## src/rtl/avalon_mm_pkg.sv

```systemverilog
// Shared types for the multi-channel Avalon-MM arbiter: FSM states, read tags
// and the round-robin selector.
package avalon_mm_pkg;

    localparam int CH_N    = 4;
    localparam int CH_W    = $clog2(CH_N);
    localparam int BURST_W = 2;

    typedef enum logic [1:0] {ARB, CMD, WR_BURST} arb_state_t;

    typedef struct packed {
        logic [CH_W-1:0]    ch;
        logic [BURST_W-1:0] burstcount;
    } rd_tag_t;

    // Walk from the farthest channel to the nearest so the nearest requester after last wins.
    function automatic logic [CH_W-1:0] rr_pick(input logic [CH_N-1:0] req,
                                                input logic [CH_W-1:0] last);
        logic [CH_W-1:0] idx;
        rr_pick = last;
        for (int k = CH_N; k >= 1; k--) begin
            idx = CH_W'((int'(last) + k) % CH_N);
            if (req[idx]) rr_pick = idx;
        end
    endfunction

endpackage

```

## src/rtl/avalon_mm_sc_fifo.sv

```systemverilog
// Single-clock FIFO holding read tags; extra pointer bit separates full from empty.
module avalon_mm_sc_fifo #(
    parameter int W     = 8,
    parameter int DEPTH = 8
) (
    input  logic         clk,
    input  logic         rst,
    input  logic         push,
    input  logic [W-1:0] din,
    input  logic         pop,
    output logic [W-1:0] dout,
    output logic         full,
    output logic         empty
);

    localparam int AW = $clog2(DEPTH);

    logic [W-1:0] mem [DEPTH];
    logic [AW:0]  wptr, rptr;

    assign empty = (wptr == rptr);
    assign full  = (wptr[AW] != rptr[AW]) && (wptr[AW-1:0] == rptr[AW-1:0]);
    assign dout  = mem[rptr[AW-1:0]];

    always_ff @(posedge clk) begin
        if (!rst) begin
            wptr <= '0;
            rptr <= '0;
        end else begin
            if (push && !full) begin
                mem[wptr[AW-1:0]] <= din;
                wptr              <= wptr + 1'b1;
            end
            if (pop && !empty) rptr <= rptr + 1'b1;
        end
    end

endmodule

```

## src/rtl/avalon_mm_arbiter.sv

```systemverilog
// Round-robin arbiter funnelling CH_CNT Avalon-MM agents onto one master port,
// with locked write bursts and in-order read-data steering via a tag FIFO.
module avalon_mm_arbiter
    import avalon_mm_pkg::*;
#(
    parameter int CH_CNT    = 4,
    parameter int DATA_W    = 64,
    parameter int ADDR_W    = 12,
    parameter int BURST_W   = 2,
    parameter int RD_DEPTH  = 8,
    localparam int DATA_B_W = DATA_W / 8
) (
    input  logic                         clk,
    input  logic                         rst,
    input  logic [CH_CNT*ADDR_W-1:0]     s_address,
    input  logic [CH_CNT*BURST_W-1:0]    s_burstcount,
    input  logic [CH_CNT*DATA_B_W-1:0]   s_byteenable,
    input  logic [CH_CNT-1:0]            s_write,
    input  logic [CH_CNT*DATA_W-1:0]     s_writedata,
    input  logic [CH_CNT-1:0]            s_read,
    output logic [CH_CNT-1:0]            s_waitrequest,
    output logic [CH_CNT-1:0]            s_readdatavalid,
    output logic [DATA_W-1:0]            s_readdata,
    output logic [ADDR_W-1:0]            m_address,
    output logic [BURST_W-1:0]           m_burstcount,
    output logic [DATA_B_W-1:0]          m_byteenable,
    output logic                         m_write,
    output logic [DATA_W-1:0]            m_writedata,
    output logic                         m_read,
    input  logic                         m_waitrequest,
    input  logic                         m_readdatavalid,
    input  logic [DATA_W-1:0]            m_readdata
);

    arb_state_t         state;
    logic [CH_W-1:0]    grant, last_grant;
    logic [BURST_W-1:0] beat_cnt, rsp_cnt, hold_bc;
    logic [ADDR_W-1:0]  hold_addr;
    logic [CH_CNT-1:0]  eligible;
    logic               accept, push, pop, rd_hit, fifo_full, fifo_empty, stray_ok;
    rd_tag_t            push_tag, head;

    assign eligible = s_write | (s_read & {CH_CNT{~fifo_full}});
    assign accept   = (m_read | m_write) & ~m_waitrequest;
    assign push     = (state == CMD) & m_read & ~m_waitrequest;
    assign push_tag = '{ch: grant, burstcount: m_burstcount};
    assign rd_hit   = m_readdatavalid & ~fifo_empty;
    assign pop      = rd_hit & ((rsp_cnt + 1'b1) == head.burstcount);

    always_comb begin
        m_address     = s_address[int'(grant)*ADDR_W +: ADDR_W];
        m_burstcount  = s_burstcount[int'(grant)*BURST_W +: BURST_W];
        m_byteenable  = s_byteenable[int'(grant)*DATA_B_W +: DATA_B_W];
        m_writedata   = s_writedata[int'(grant)*DATA_W +: DATA_W];
        m_write       = 1'b0;
        m_read        = 1'b0;
        s_waitrequest = '1;
        if (state == WR_BURST) begin
            m_address    = hold_addr;
            m_burstcount = hold_bc;
            m_write      = s_write[grant];
        end else if (state == CMD) begin
            m_write = s_write[grant];
            m_read  = s_read[grant] & ~s_write[grant];
        end
        if (state != ARB) s_waitrequest[grant] = m_waitrequest;
    end

    always_comb begin
        s_readdatavalid = '0;
        if (rd_hit) s_readdatavalid[head.ch] = 1'b1;
    end
    assign s_readdata = m_readdata;

    always_ff @(posedge clk) begin
        if (!rst) begin
            state      <= ARB;
            grant      <= '0;
            last_grant <= CH_W'(CH_CNT - 1);
            beat_cnt   <= '0;
            rsp_cnt    <= '0;
            hold_addr  <= '0;
            hold_bc    <= '0;
        end else begin
            if (rd_hit) rsp_cnt <= pop ? '0 : rsp_cnt + 1'b1;
            case (state)
                ARB: if (|eligible) begin
                    grant <= rr_pick(eligible, last_grant);
                    state <= CMD;
                end
                CMD: if (accept) begin
                    last_grant <= grant;
                    if (m_write && m_burstcount > BURST_W'(1)) begin
                        beat_cnt  <= m_burstcount - 1'b1;
                        hold_addr <= m_address;
                        hold_bc   <= m_burstcount;
                        state     <= WR_BURST;
                    end else begin
                        state <= ARB;
                    end
                end else if (!s_read[grant] && !s_write[grant]) begin
                    state <= ARB;
                end
                WR_BURST: if (accept) begin
                    beat_cnt <= beat_cnt - 1'b1;
                    if (beat_cnt == BURST_W'(1)) state <= ARB;
                end
                default: state <= ARB;
            endcase
        end
    end

    avalon_mm_sc_fifo #(.W($bits(rd_tag_t)), .DEPTH(RD_DEPTH)) u_fifo (
        .clk   (clk),
        .rst   (rst),
        .push  (push),
        .din   (push_tag),
        .pop   (pop),
        .dout  (head),
        .full  (fifo_full),
        .empty (fifo_empty)
    );

    // Responses to reads dropped by a reset are expected; only unexplained ones are flagged.
    always_ff @(posedge clk) begin
        if (!rst) stray_ok <= stray_ok | ~fifo_empty;
        else if (push) stray_ok <= 1'b0;
    end

    always_ff @(posedge clk) begin
        if (rst && m_readdatavalid && !stray_ok)
            assert (!fifo_empty) else $error("avalon_mm_arbiter: read data with no read outstanding");
    end

endmodule

```

## config.mk

```make
export PLATFORM = sky130hd
export DESIGN_NAME = avalon_mm_arbiter
export DESIGN_NICKNAME = d
export VERILOG_FILES = /design/src/rtl/avalon_mm_pkg.sv /design/src/rtl/avalon_mm_sc_fifo.sv /design/src/rtl/avalon_mm_arbiter.sv
export SDC_FILE = /design/constraint.sdc
export NUM_CORES = 1
export LEC_CHECK = 0
export ABC_AREA = 1
export CORE_AREA = 2 2 224 226
export DETAILED_ROUTE_END_ITERATION = 8
export DIE_AREA = 0 0 226 228
export DONT_BUFFER_PORTS = 1
export GPL_ROUTABILITY_DRIVEN = 0
export PLACE_DENSITY = 0.3
export SLEW_MARGIN = 20
export SYNTH_ARGS = -nofsm -noshare
export SYNTH_HDL_FRONTEND = slang
export SYNTH_HIERARCHICAL = 1
export SYNTH_SLANG_ARGS = --single-unit
```

## constraint.sdc

```tcl
create_clock -name clk -period 2 [get_ports clk]
set_clock_uncertainty 0.1 [all_clocks]
set_input_delay 0.4 -clock clk [delete_from_list [all_inputs] [get_ports clk]]
set_output_delay 0.4 -clock clk [all_outputs]
set_load 0.02 [all_outputs]
```

Yosys cells after proc, flatten, opt, wreduce, memory -nomap -nowiden. Memory sizes are Yosys's and may differ from the RTL's. A register that Yosys moved wholly into a read port is not among the register bits. Cells that the tools add are included. W data, S select, Z words.

Div/mod/pow operators: 0. Bitwise gates (word level): 15. Shifts and indexed selects: 4. Mux-type cells: 45. Multiply operators: 1. $lt $le $gt $ge: 9. Equal/unequal tests: 13. Reductions and logical operators: 20. Add/sub/neg operators: 9.

Operators with widths (number): $shiftx A256 B9 Y64 (1); $shiftx A48 B7 Y12 (1); $shiftx A32 B6 Y8 (1); $mux W2 (15); $lt A2 B3 Y1 const B (6); $mux W1 (15); $bmux W1 S2 (6); $mux W12 (1); $add A4 B1 Y4 const B (2); $mux W4 (2); $or A4 B4 Y4 (2); $reduce_and A4 Y1 (2); $shiftx A8 B4 Y2 (1); $logic_and A1 B1 Y1 (7); $add A2 B1 Y2 const B (3); $and A1 B1 Y1 (6); $mux W3 (2); $ne A2 B2 Y1 const B (3); $pmux W2 S3 (1); $add A2 B2 Y2 const B (2); $and A4 B4 Y4 (1); $demux W1 S2 (2); $eq A2 B1 Y1 const B (2); $eq A4 B4 Y1 (1); 20 further kinds (31).

Register bits: 32. Output and inout bits: 160. Memories: 1. Bits of input ports: 420. Latch bits: 0. Bits in read-only memories: 0. RAM bits: 32. Word-level logic and storage cells: 126.

Memories: u_fifo.mem (depth 8, width 4, read ports 1, clocked after Yosys merged registers in 1, wr ports 1, line avalon_mm_sc_fifo.sv:18) `logic [W-1:0] mem [DEPTH];`.

Logic depth before layout (Yosys ltp). Gate-level depths: netlist (run 1).

Word-level depth: 12. Depth in mapped cells: 17. Depth with buffers taken out: 17.

Hierarchy. The synthesis (run 1) kept the hierarchy.

Modules (own cells, without submodules): avalon_mm_arbiter (sequential area each 480.5 um^2, area an instance 4036.4 um^2, cells an instance 722, times used 1); avalon_mm_sc_fifo (sequential area each 1181.1 um^2, area an instance 1859.3 um^2, cells an instance 177, times used 1).

Least setup slack after synthesis (run 1). No wires, ideal clock.

Kind: reg2out. Start point: register state[1]. End point: output port m_burstcount[0]. Path slack: -0.252 ns. Buffers on the path: 1. Arrival: 1.752 ns. Cell stages (with the launch flop): 6. Required time: 1.500 ns. Path through: dfxtp_1 > inv_2 > nor2_4 > inv_2 > clkbuf_1 > o21ai_0.

Word-level cells in the longest chain between the ends: 2.

RTL lines: start, declared (line avalon_mm_arbiter.sv:35) `arb_state_t state;`; start signal, assigned (line avalon_mm_arbiter.sv:77) `state <= ARB;`; start signal, assigned (line avalon_mm_arbiter.sv:89) `state <= CMD;`; start signal, assigned (line avalon_mm_arbiter.sv:97) `state <= WR_BURST;`; $eq A2 B2 Y1 (line avalon_mm_arbiter.sv:58) `if (state == WR_BURST) begin`; $mux W2 (line avalon_mm_arbiter.sv:58); end, declared (line avalon_mm_arbiter.sv:25) `output logic [BURST_W-1:0] m_burstcount,`.

No other way between the ends.

Worst setup path in the final report (run 1).
Start point: register grant[0]. End point: output port m_writedata[51].

Word-level cells in the longest chain between the ends: 1.

RTL lines: start, declared (line avalon_mm_arbiter.sv:36) `logic [CH_W-1:0] grant, last_grant;`; start signal, assigned (line avalon_mm_arbiter.sv:88) `grant <= rr_pick(eligible, last_grant);`; $shiftx A256 B9 Y64 (line avalon_mm_arbiter.sv:54) `m_writedata = s_writedata[int'(grant)*DATA_W +: DATA_W];`; end, declared (line avalon_mm_arbiter.sv:28) `output logic [DATA_W-1:0] m_writedata,`.

No other way between the ends.

==> results of run 1 <==
## per-layer routing
layer,track usage (%),wire (um)
met4,2.63,657
met1,19.0,17700
met3,8.91,5180
met2,24.0,19400
met5,0,83
## power breakdown
group          internal, uW  switching, uW
Clock                   961            638
Combinational          5820           7380
Sequential             1650            115
## cell type report
cell class              instances  share of cell area, %
clock buffers                   9                   2.17
multi-input cells             657                   45.8
flip-flops and latches         67                   16.1
inverters                      60                   2.33
well taps                     672                   8.08
repair buffers                207                   24.7
diodes                          4                 0.0962
clock inverters                 7                  0.650
## through the flow
stage               worst slack, ns  hold WS [ns]
floorplan                    -0.124         0.340
global placement             -0.250         0.348
detailed placement           -0.304         0.354
CTS                          -0.310        0.0584
global route                 -0.384        0.0712
finish                       -0.374        0.0808
## kinds of logic after synthesis
kind of cell	share of synthesized area, %
DFF	28.2
buffers and inverters	16.2
muxes	1.36
adders and majority gates	0.637
and+or+nand+nor	33.0
AOI/OAI and AO/OA	19.7
xor gates and xnor gates	0.891
## worst paths after layout
kind,from,end,slack (ns),cells after the start
setup / recovery,grant[0]$_SDFFE_PN0P_,m_writedata[51],-0.37,8
hold reg to reg,hold_bc[1]$_SDFFE_PN0P_,hold_bc[1]$_SDFFE_PN0P_,0.36,2
setup reg to reg,grant[0]$_SDFFE_PN0P_,state[1]$_SDFFE_PN0P_,-0.07,15
hold / removal,rst,last_grant[0]$_SDFFE_PN1P_,0.08,1
## synthesized netlist by cell type (2+ instances only)
master / instances / area [um^2]
a21oi_1: 21 / 105
a22oi_1: 110 / 826
a41oi_1: 10 / 87.6
buf_1: 6 / 22.5
buf_2: 11 / 55.1
buf_4: 67 / 503
buf_6: 4 / 45.0
clkbuf_1: 27 / 101
dfxtp_1: 35 / 701
edfxtp_1: 32 / 961
ha_1: 3 / 37.5
inv_1: 54 / 203
inv_2: 6 / 22.5
mux2i_1: 8 / 80.1
nand2_1: 296 / 1110
nand2_2: 4 / 25.0
nand3_1: 68 / 340
nand4_1: 10 / 62.6
nand4_2: 2 / 25.0
nor2_1: 81 / 304
nor2_2: 5 / 31.3
nor2_4: 2 / 22.5
nor3_1: 4 / 20.0
o21ai_0: 15 / 75.1
o22ai_1: 8 / 50.1
xor2_1: 5 / 43.8
## flip-flops by register name (all words and copies together) (netlist names), named ones only
| signal | count |
|---|---|
| u_fifo/mem | 32 |
| hold_addr | 12 |
| u_fifo/rptr | 4 |
| u_fifo/wptr | 4 |
| beat_cnt | 2 |
| grant | 2 |
| hold_bc | 2 |
| last_grant | 2 |
| rsp_cnt | 2 |
| state | 2 |
## timing repair
action	CTS	global route
buffers inserted	30	27
gates resized for setup	253	213
setup endpoints to repair	134	161
pin swaps	66	88
cloned	9	8
==> flow_metrics.env, run 1 <==
export IMPL_hold_viol_final=0
export IMPL_critPathLaunchType="flip-flop"
export IMPL_numCtsBuffers=9
export IMPL_drt_first_pass_iters=5
export IMPL_clock_path_buffers=2
export IMPL_track_usage_pct=15.6
export IMPL_crit_chain="buf_6, nor2_4, buf_12, buf_12, a22oi_2, buf_4, nand2_4, buf_6"
export IMPL_ys_seq_area_share_pct=28.2
export IMPL_die_w_um=226
export IMPL_drc=0
export IMPL_clkSinkCount=67
export IMPL_cpPeakStageDelay_ns=0.41
export IMPL_syn_nets=1322
export IMPL_tightest_slew_ns=0.368
export IMPL_crit_family="buffers and inverters"
export IMPL_totalWireLength_um=43000
export IMPL_maxCapViolCount=0
export IMPL_cts_root_buf="clkbuf_16"
export IMPL_power_uw=16600
export IMPL_grt_max_degree=33
export IMPL_worstHoldPathType="in2reg"
export IMPL_seq_area_um2=1680
export IMPL_ios=580
export IMPL_grt_pass1_vias=6793
export IMPL_cts_hold_buf=0
export IMPL_report_final_slew_viol_count=0
export IMPL_critPathBufInv=5
export IMPL_fill_cells=5513
export IMPL_multiInputGateArea_um2=4760
export IMPL_die_h_um=228
export IMPL_fin_ws_ns=-0.374
export IMPL_initial_utilization_pct=11.9
export IMPL_synthFlopType="dfxtp_1"
export IMPL_ys_warn_count=6
export IMPL_place_hpwl_um=34000
export IMPL_synth_seq_cells=67
export IMPL_cts_tree="done"
export IMPL_fin_util_pct=21.1
export IMPL_synthCells=899
export IMPL_rsz0062_at_grt="true"
export IMPL_status="finished, violations left"
export IMPL_ant_nets=0
export IMPL_path_clk_slew_ns=0.05
export IMPL_route_vias_total=7020
export IMPL_placed_area_um2=7380
export IMPL_fin_crit_sh_pct=119
export IMPL_final_common_cell="nand2_1"
export IMPL_syn_area_per_cell_um2=6.56
export IMPL_grt_overflow=0
export IMPL_cp_max_fo=7
export IMPL_coreArea_um2=49300
export IMPL_relSlewSlack_pct=75.5
export IMPL_crit_type="reg2out"
export IMPL_fmax_mhz=421
export IMPL_grt_pass1_wl_um=55500
export IMPL_nets=1425
export IMPL_worstPathArrival_ns=1.87
export IMPL_dieArea_um2=51500
export IMPL_grt_antenna_before_repair=16
export IMPL_port_buffers=0
export IMPL_clock_latency_ns=0.34
export IMPL_first_iter_violations=486
export IMPL_drive_gt1_share_pct=53.5
export IMPL_viasPerCell=4.17
export IMPL_layoutNonFillerInstCount=1683
export IMPL_min_period_ns=2.37
export IMPL_cp_data_required_time_ns=1.50
export IMPL_cp_slowest_cell="dfxtp_4"
export IMPL_syn_cell_area_um2=5900
export IMPL_worst_setup_path_end_kind="output port"
export IMPL_final_cell_mix="nand2_1 (189), buf_4 (97), a22oi_2 (93)"
export IMPL_p_leak_uw=0.00414
export IMPL_htree_levels=3
export IMPL_violations="negative setup slack"
export IMPL_async_flop_share_pct=0
export IMPL_power_density_nw_per_um2=1590
export IMPL_area_delta_synth_final_pct=76.4
export IMPL_rows=82
export IMPL_dp_cells=1594
export IMPL_post_drt_wl_per_cell_um=25.6
export IMPL_irDropWorstVdd_mv=0.660
export IMPL_synth_edf_count=32
export IMPL_setup_tns_ns=-18.99
export IMPL_final_area_um2=10400
export IMPL_setup_violations=120
export IMPL_synth_cell_types=31
Note: power is estimated with default switching activity, not from simulation.
==> run 2, diff against run 1 <==
--- a/config.mk
+++ b/config.mk
@@ -7,12 +7,13 @@
 export LEC_CHECK = 0
 export ABC_AREA = 1
 export CORE_AREA = 2 2 224 226
+export CTS_BUF_LIST = sky130_fd_sc_hd__clkbuf_4
 export DETAILED_ROUTE_END_ITERATION = 8
 export DIE_AREA = 0 0 226 228
 export DONT_BUFFER_PORTS = 1
 export GPL_ROUTABILITY_DRIVEN = 0
 export PLACE_DENSITY = 0.3
-export SLEW_MARGIN = 20
+export REMOVE_ABC_BUFFERS = 1
 export SYNTH_ARGS = -nofsm -noshare
 export SYNTH_HDL_FRONTEND = slang
 export SYNTH_HIERARCHICAL = 1
==> flow_metrics.env, run 2 (synthesis results as in run 1) <==
export IMPL_grt_overflow=0
export IMPL_clock_latency_ns=0.54
export IMPL_min_period_ns=2.67
export IMPL_crit_type="reg2out"
export IMPL_rsz0062_at_grt="true"
export IMPL_critPathLaunchType="flip-flop"
export IMPL_grt_pass1_wl_um=73100
export IMPL_cp_max_fo=6
export IMPL_final_cell_mix="nand2_1 (248), buf_4 (136), nor2_1 (74)"
export IMPL_setup_violations=149
export IMPL_ios=580
export IMPL_status="finished, violations left"
export IMPL_multiInputGateArea_um2=4170
export IMPL_clock_path_buffers=2
export IMPL_violations="negative setup slack"
export IMPL_cp_data_required_time_ns=1.50
export IMPL_final_common_cell="nand2_1"
export IMPL_drt_first_pass_iters=5
export IMPL_min_delay_start="s_address[20]"
export IMPL_worstHoldPathType="in2reg"
export IMPL_grtUsageMet3_pct=21.4
export IMPL_fill_cells=5629
export IMPL_totalWireLength_um=58800
export IMPL_relSlewSlack_pct=73.2
export IMPL_htree_levels=3
export IMPL_path_clk_slew_ns=0.16
export IMPL_ff2ff_setup_slack_ns=-0.26
export IMPL_worst_setup_path_end_kind="output port"
export IMPL_viasPerCell=4.31
export IMPL_p_leak_uw=0.00404
export IMPL_power_density_nw_per_um2=1700
export IMPL_track_usage_pct=22.2
export IMPL_largest_reg_flops=32
export IMPL_grt_met1_usage_pct=24.8
export IMPL_dieArea_um2=51500
export IMPL_report_final_slew_viol_count=0
export IMPL_route_vias_total=7432
export IMPL_clkSinkCount=67
export IMPL_die_w_um=226
export IMPL_hold_viol_final=0
export IMPL_grt_max_degree=31
export IMPL_whs_ns=0.123
export IMPL_seq_area_um2=1680
export IMPL_ff2ff_path_depth=12
export IMPL_irDropWorstVdd_mv=0.742
export IMPL_first_iter_violations=451
export IMPL_drc=0
export IMPL_tightest_slew_ns=0.401
export IMPL_fin_crit_sh_pct=133
export IMPL_post_drt_wl_per_cell_um=34.1
export IMPL_coreArea_um2=49300
export IMPL_nets=1451
export IMPL_place_worst_setup_slack_ns=-0.385
export IMPL_die_h_um=228
export IMPL_rows=82
export IMPL_port_buffers=0
export IMPL_grt_antenna_before_repair=47
export IMPL_whs_path_depth=4
export IMPL_drive_gt1_share_pct=43.9
export IMPL_place_hpwl_um=49700
export IMPL_area_delta_synth_final_pct=66.5
export IMPL_hold_path_end="hold_addr[8]$_SDFFE_PN0P_"
export IMPL_numCtsBuffers=9
export IMPL_ant_nets=0
export IMPL_cts_tree="done"
export IMPL_initial_utilization_pct=11.9
export IMPL_setup_tns_ns=-58.57
export IMPL_grt_busiest_layer="met2"
export IMPL_fin_ws_ns=-0.665
export IMPL_reg2reg_to="u_fifo/mem[3][2]$_DFFE_PP_"
export IMPL_maxCapViolCount=0
export IMPL_fmax_mhz=375
export IMPL_worstPathArrival_ns=2.17
export IMPL_grt_use_met2_pct=28.9
export IMPL_grt_pass1_vias=7299
export IMPL_cts_root_buf="clkbuf_4"
export IMPL_worstReg2RegStart="grant[0]$_SDFFE_PN0P_"
[run 2: changes by cell type in the layout (fill, tap and decap cells not counted), moves of 17 or more]
| cell | previous run | this run |
|---|---|---|
| a22oi_1 | 17 | 56 |
| a22oi_2 | 93 | 54 |
| buf_4 | 97 | 136 |
| diode_2 | 4 | 21 |
| nand2_1 | 189 | 248 |
| nand2_2 | 83 | 41 |
[run 2: worst max-delay path, stage by stage (launching register included)]
cell and delay (ns):
dfxtp_4 0.41, buf_6 0.10, nor2_4 0.04, buf_12 0.13, buf_12 0.15, buf_8 0.14
a22oi_2 0.34, nand2_2 0.13, buf_6 0.16
[run 2: area by class of cell]
cell class,count,area share [%]
antenna,21,0.535
clock buffer,9,0.688
clock inverter,7,0.841
inverter,60,2.59
multi-input combinational,657,42.5
sequential,67,17.1
tap,672,8.57
timing repair buffer,233,27.2
[run 2: worst max path at each step]
stage	from	end	slack, ns	cells past startpoint
3_5_place_dp	grant[1]$_SDFFE_PN0P_	m_writedata[6]	-0.38	8
3_3_place_gp	grant[1]$_SDFFE_PN0P_	m_writedata[6]	-0.37	8
5_1_grt	grant[0]$_SDFFE_PN0P_	m_address[10]	-0.80	10
2_1_floorplan	grant[0]$_SDFFE_PN0P_	beat_cnt[0]$_SDFFE_PN0P_	-1.78	10
6_report	grant[0]$_SDFFE_PN0P_	m_writedata[6]	-0.67	8
4_1_cts	grant[0]$_SDFFE_PN0P_	m_writedata[2]	-0.74	9
[run 2: power by group]
group          internal, uW  switching (uW)  total (uW)
sequential             1650            78.5        1720
clock                   400             692        1090
combinational          6270            7600       13900
[run 2: timing repair]
action	CTS	global route
buffers inserted	44	17
setup endpoints to repair	151	164
pin swaps	55	27
hold endpoints to repair	33	0
cloned	7	1
resized for setup	244	43
hold buffers	2	0
[run 2: routing by layer]
layer	up-vias	wire [um]
li1	3277	-
met1	3455	23000
met2	578	22200
met3	88	11600
met4	34	1560
met5	-	402
[run 2: per-stage QoR]
step           total power [uW]  instances  utilization (%)  area, um^2
4_1_cts                   16500       1688             19.2        9450
3_5_place_dp              12400       1619             15.6        7700
6_report                  16700       1726             19.9        9820
3_3_place_gp              12400       1619             15.6        7700
5_1_grt                   17700       1717             19.8        9790
2_1_floorplan              6410        784                -        5170
==> run 3, diff against run 2 <==
--- a/config.mk
+++ b/config.mk
@@ -7,13 +7,14 @@
 export LEC_CHECK = 0
 export ABC_AREA = 1
 export CORE_AREA = 2 2 224 226
-export CTS_BUF_LIST = sky130_fd_sc_hd__clkbuf_4
+export CTS_BUF_LIST = sky130_fd_sc_hd__clkbuf_16
 export DETAILED_ROUTE_END_ITERATION = 8
 export DIE_AREA = 0 0 226 228
 export DONT_BUFFER_PORTS = 1
 export GPL_ROUTABILITY_DRIVEN = 0
 export PLACE_DENSITY = 0.3
 export REMOVE_ABC_BUFFERS = 1
+export SETUP_SLACK_MARGIN = 0.02
 export SYNTH_ARGS = -nofsm -noshare
 export SYNTH_HDL_FRONTEND = slang
 export SYNTH_HIERARCHICAL = 1
==> flow_metrics.env, run 3 (synthesis results as in run 1) <==
export IMPL_crit_chain="buf_6, nor2_4, buf_12, buf_12, buf_12, a22oi_2, nand2_2, buf_6"
export IMPL_critPathBufInv=5
export IMPL_grt_pass1_wl_um=75300
export IMPL_cpPeakStageDelay_ns=0.38
export IMPL_die_w_um=226
export IMPL_place_hpwl_um=49700
export IMPL_grt_overflow=0
export IMPL_route_vias_total=7586
export IMPL_cp_common_cell="buf_12"
export IMPL_hold_viol_final=0
export IMPL_maxCapViolCount=0
export IMPL_clkSinkCount=67
export IMPL_fmax_mhz=408
export IMPL_largest_reg_flops=32
export IMPL_min_period_ns=2.45
export IMPL_numCtsBuffers=9
export IMPL_track_usage_pct=22.9
export IMPL_post_drt_wl_per_cell_um=34.6
export IMPL_multiInputGateArea_um2=4800
export IMPL_clock_latency_ns=0.37
export IMPL_final_common_cell="nand2_1"
export IMPL_viasPerCell=4.32
export IMPL_layoutNonFillerInstCount=1758
export IMPL_status="finished, violations left"
export IMPL_drt_first_pass_iters=5
export IMPL_place_worst_setup_slack_ns=-0.385
export IMPL_power_density_nw_per_um2=1750
export IMPL_clock_path_buffers=2
export IMPL_port_buffers=0
export IMPL_critPathLaunchType="flip-flop"
export IMPL_cp_data_required_time_ns=1.50
export IMPL_setup_violations=152
export IMPL_first_iter_violations=462
export IMPL_report_final_slew_viol_count=0
export IMPL_drc=0
export IMPL_p_leak_uw=0.00454
export IMPL_totalWireLength_um=60900
export IMPL_grt_antenna_before_repair=36
export IMPL_grt_max_degree=33
export IMPL_area_delta_synth_final_pct=91.7
export IMPL_cp_slowest_cell="dfxtp_4"
export IMPL_cts_tree="done"
export IMPL_crit_path_start="grant[0]$_SDFFE_PN0P_"
export IMPL_worstPathArrival_ns=1.95
export IMPL_cp_max_fo=6
export IMPL_nets=1488
export IMPL_cts_hold_buf=0
export IMPL_fill_cells=5511
export IMPL_die_h_um=228
export IMPL_min_delay_start="rst"
export IMPL_irDropWorstVdd_mv=0.743
export IMPL_cts_root_buf="clkbuf_16"
export IMPL_crit_type="reg2out"
export IMPL_grt_pass1_vias=7599
export IMPL_violations="negative setup slack"
export IMPL_fin_crit_sh_pct=123
export IMPL_rows=82
export IMPL_htree_levels=3
export IMPL_fin_ws_ns=-0.453
export IMPL_initial_utilization_pct=11.9
export IMPL_coreArea_um2=49300
export IMPL_path_clk_slew_ns=0.07
export IMPL_drive_gt1_share_pct=58.3
export IMPL_rsz0062_at_grt="true"
export IMPL_worstReg2RegStart="grant[0]$_SDFFE_PN0P_"
export IMPL_crit_family="buffers and inverters"
export IMPL_ant_nets=0
export IMPL_seq_area_um2=1680
export IMPL_relSlewSlack_pct=73.1
export IMPL_worst_setup_path_end_kind="output port"
export IMPL_final_cell_mix="nand2_1 (200), buf_4 (117), a22oi_2 (101)"
export IMPL_ios=580
export IMPL_worstHoldPathType="in2reg"
export IMPL_dp_cells=1619
export IMPL_fin_util_pct=22.9
export IMPL_tightest_slew_ns=0.403
export IMPL_dieArea_um2=51500
-- run 3: final timing paths --
path / cells past startpoint / end / slack, ns
worst min-delay path: 1 / last_grant[1]$_SDFFE_PN1P_ / 0.05
worst max-delay path: 8 / m_writedata[6] / -0.45
worst max register to register: 13 / u_fifo/mem[3][1]$_DFFE_PP_ / -0.32
worst min register to register: 2 / hold_bc[1]$_SDFFE_PN0P_ / 0.36
-- run 3: report_power, final --
group          total (uW)  switching [uW]  internal (uW)
clock                1750             765            989
sequential           1730            81.9           1650
combinational       16300            8450           7830
-- run 3: layout make-up --
class                           count  share of cell area [%]
Multi-Input combinational cell    657                    42.5
Antenna cell                       16                   0.354
Clock inverter                      7                   0.731
Inverter                           60                    2.13
Sequential cell                    67                    14.9
Timing Repair Buffer              270                    30.0
Tap cell                          672                    7.44
Clock buffer                        9                    1.99
-- run 3: per-stage QoR --
stage               TNS, ns  hold WS [ns]  area, um^2  power (uW)
global placement      -9.88         0.349        7700       12400
finish               -40.42        0.0502       11300       19800
detailed placement   -10.88         0.352        7700       12400
CTS                  -39.50        0.0242       10500       19300
global route         -56.39        0.0251       11300       20800
floorplan           -214.01         0.340        5170        6410
-- run 3: timing repair --
action	in CTS	in global routing
endpoints found under the setup margin	149	169
buffers inserted	73	31
gates cloned	16	3
pin swaps	110	104
resized for setup	358	174
-- run 3: metal layers --
metal	part of all wire (%)	up-vias	GRT usage, %
li1	-	3356	-
met1	38	3566	24.8
met2	38	531	29.9
met3	20	97	22.1
met4	3.4	36	7.37
met5	0.85	-	5.69
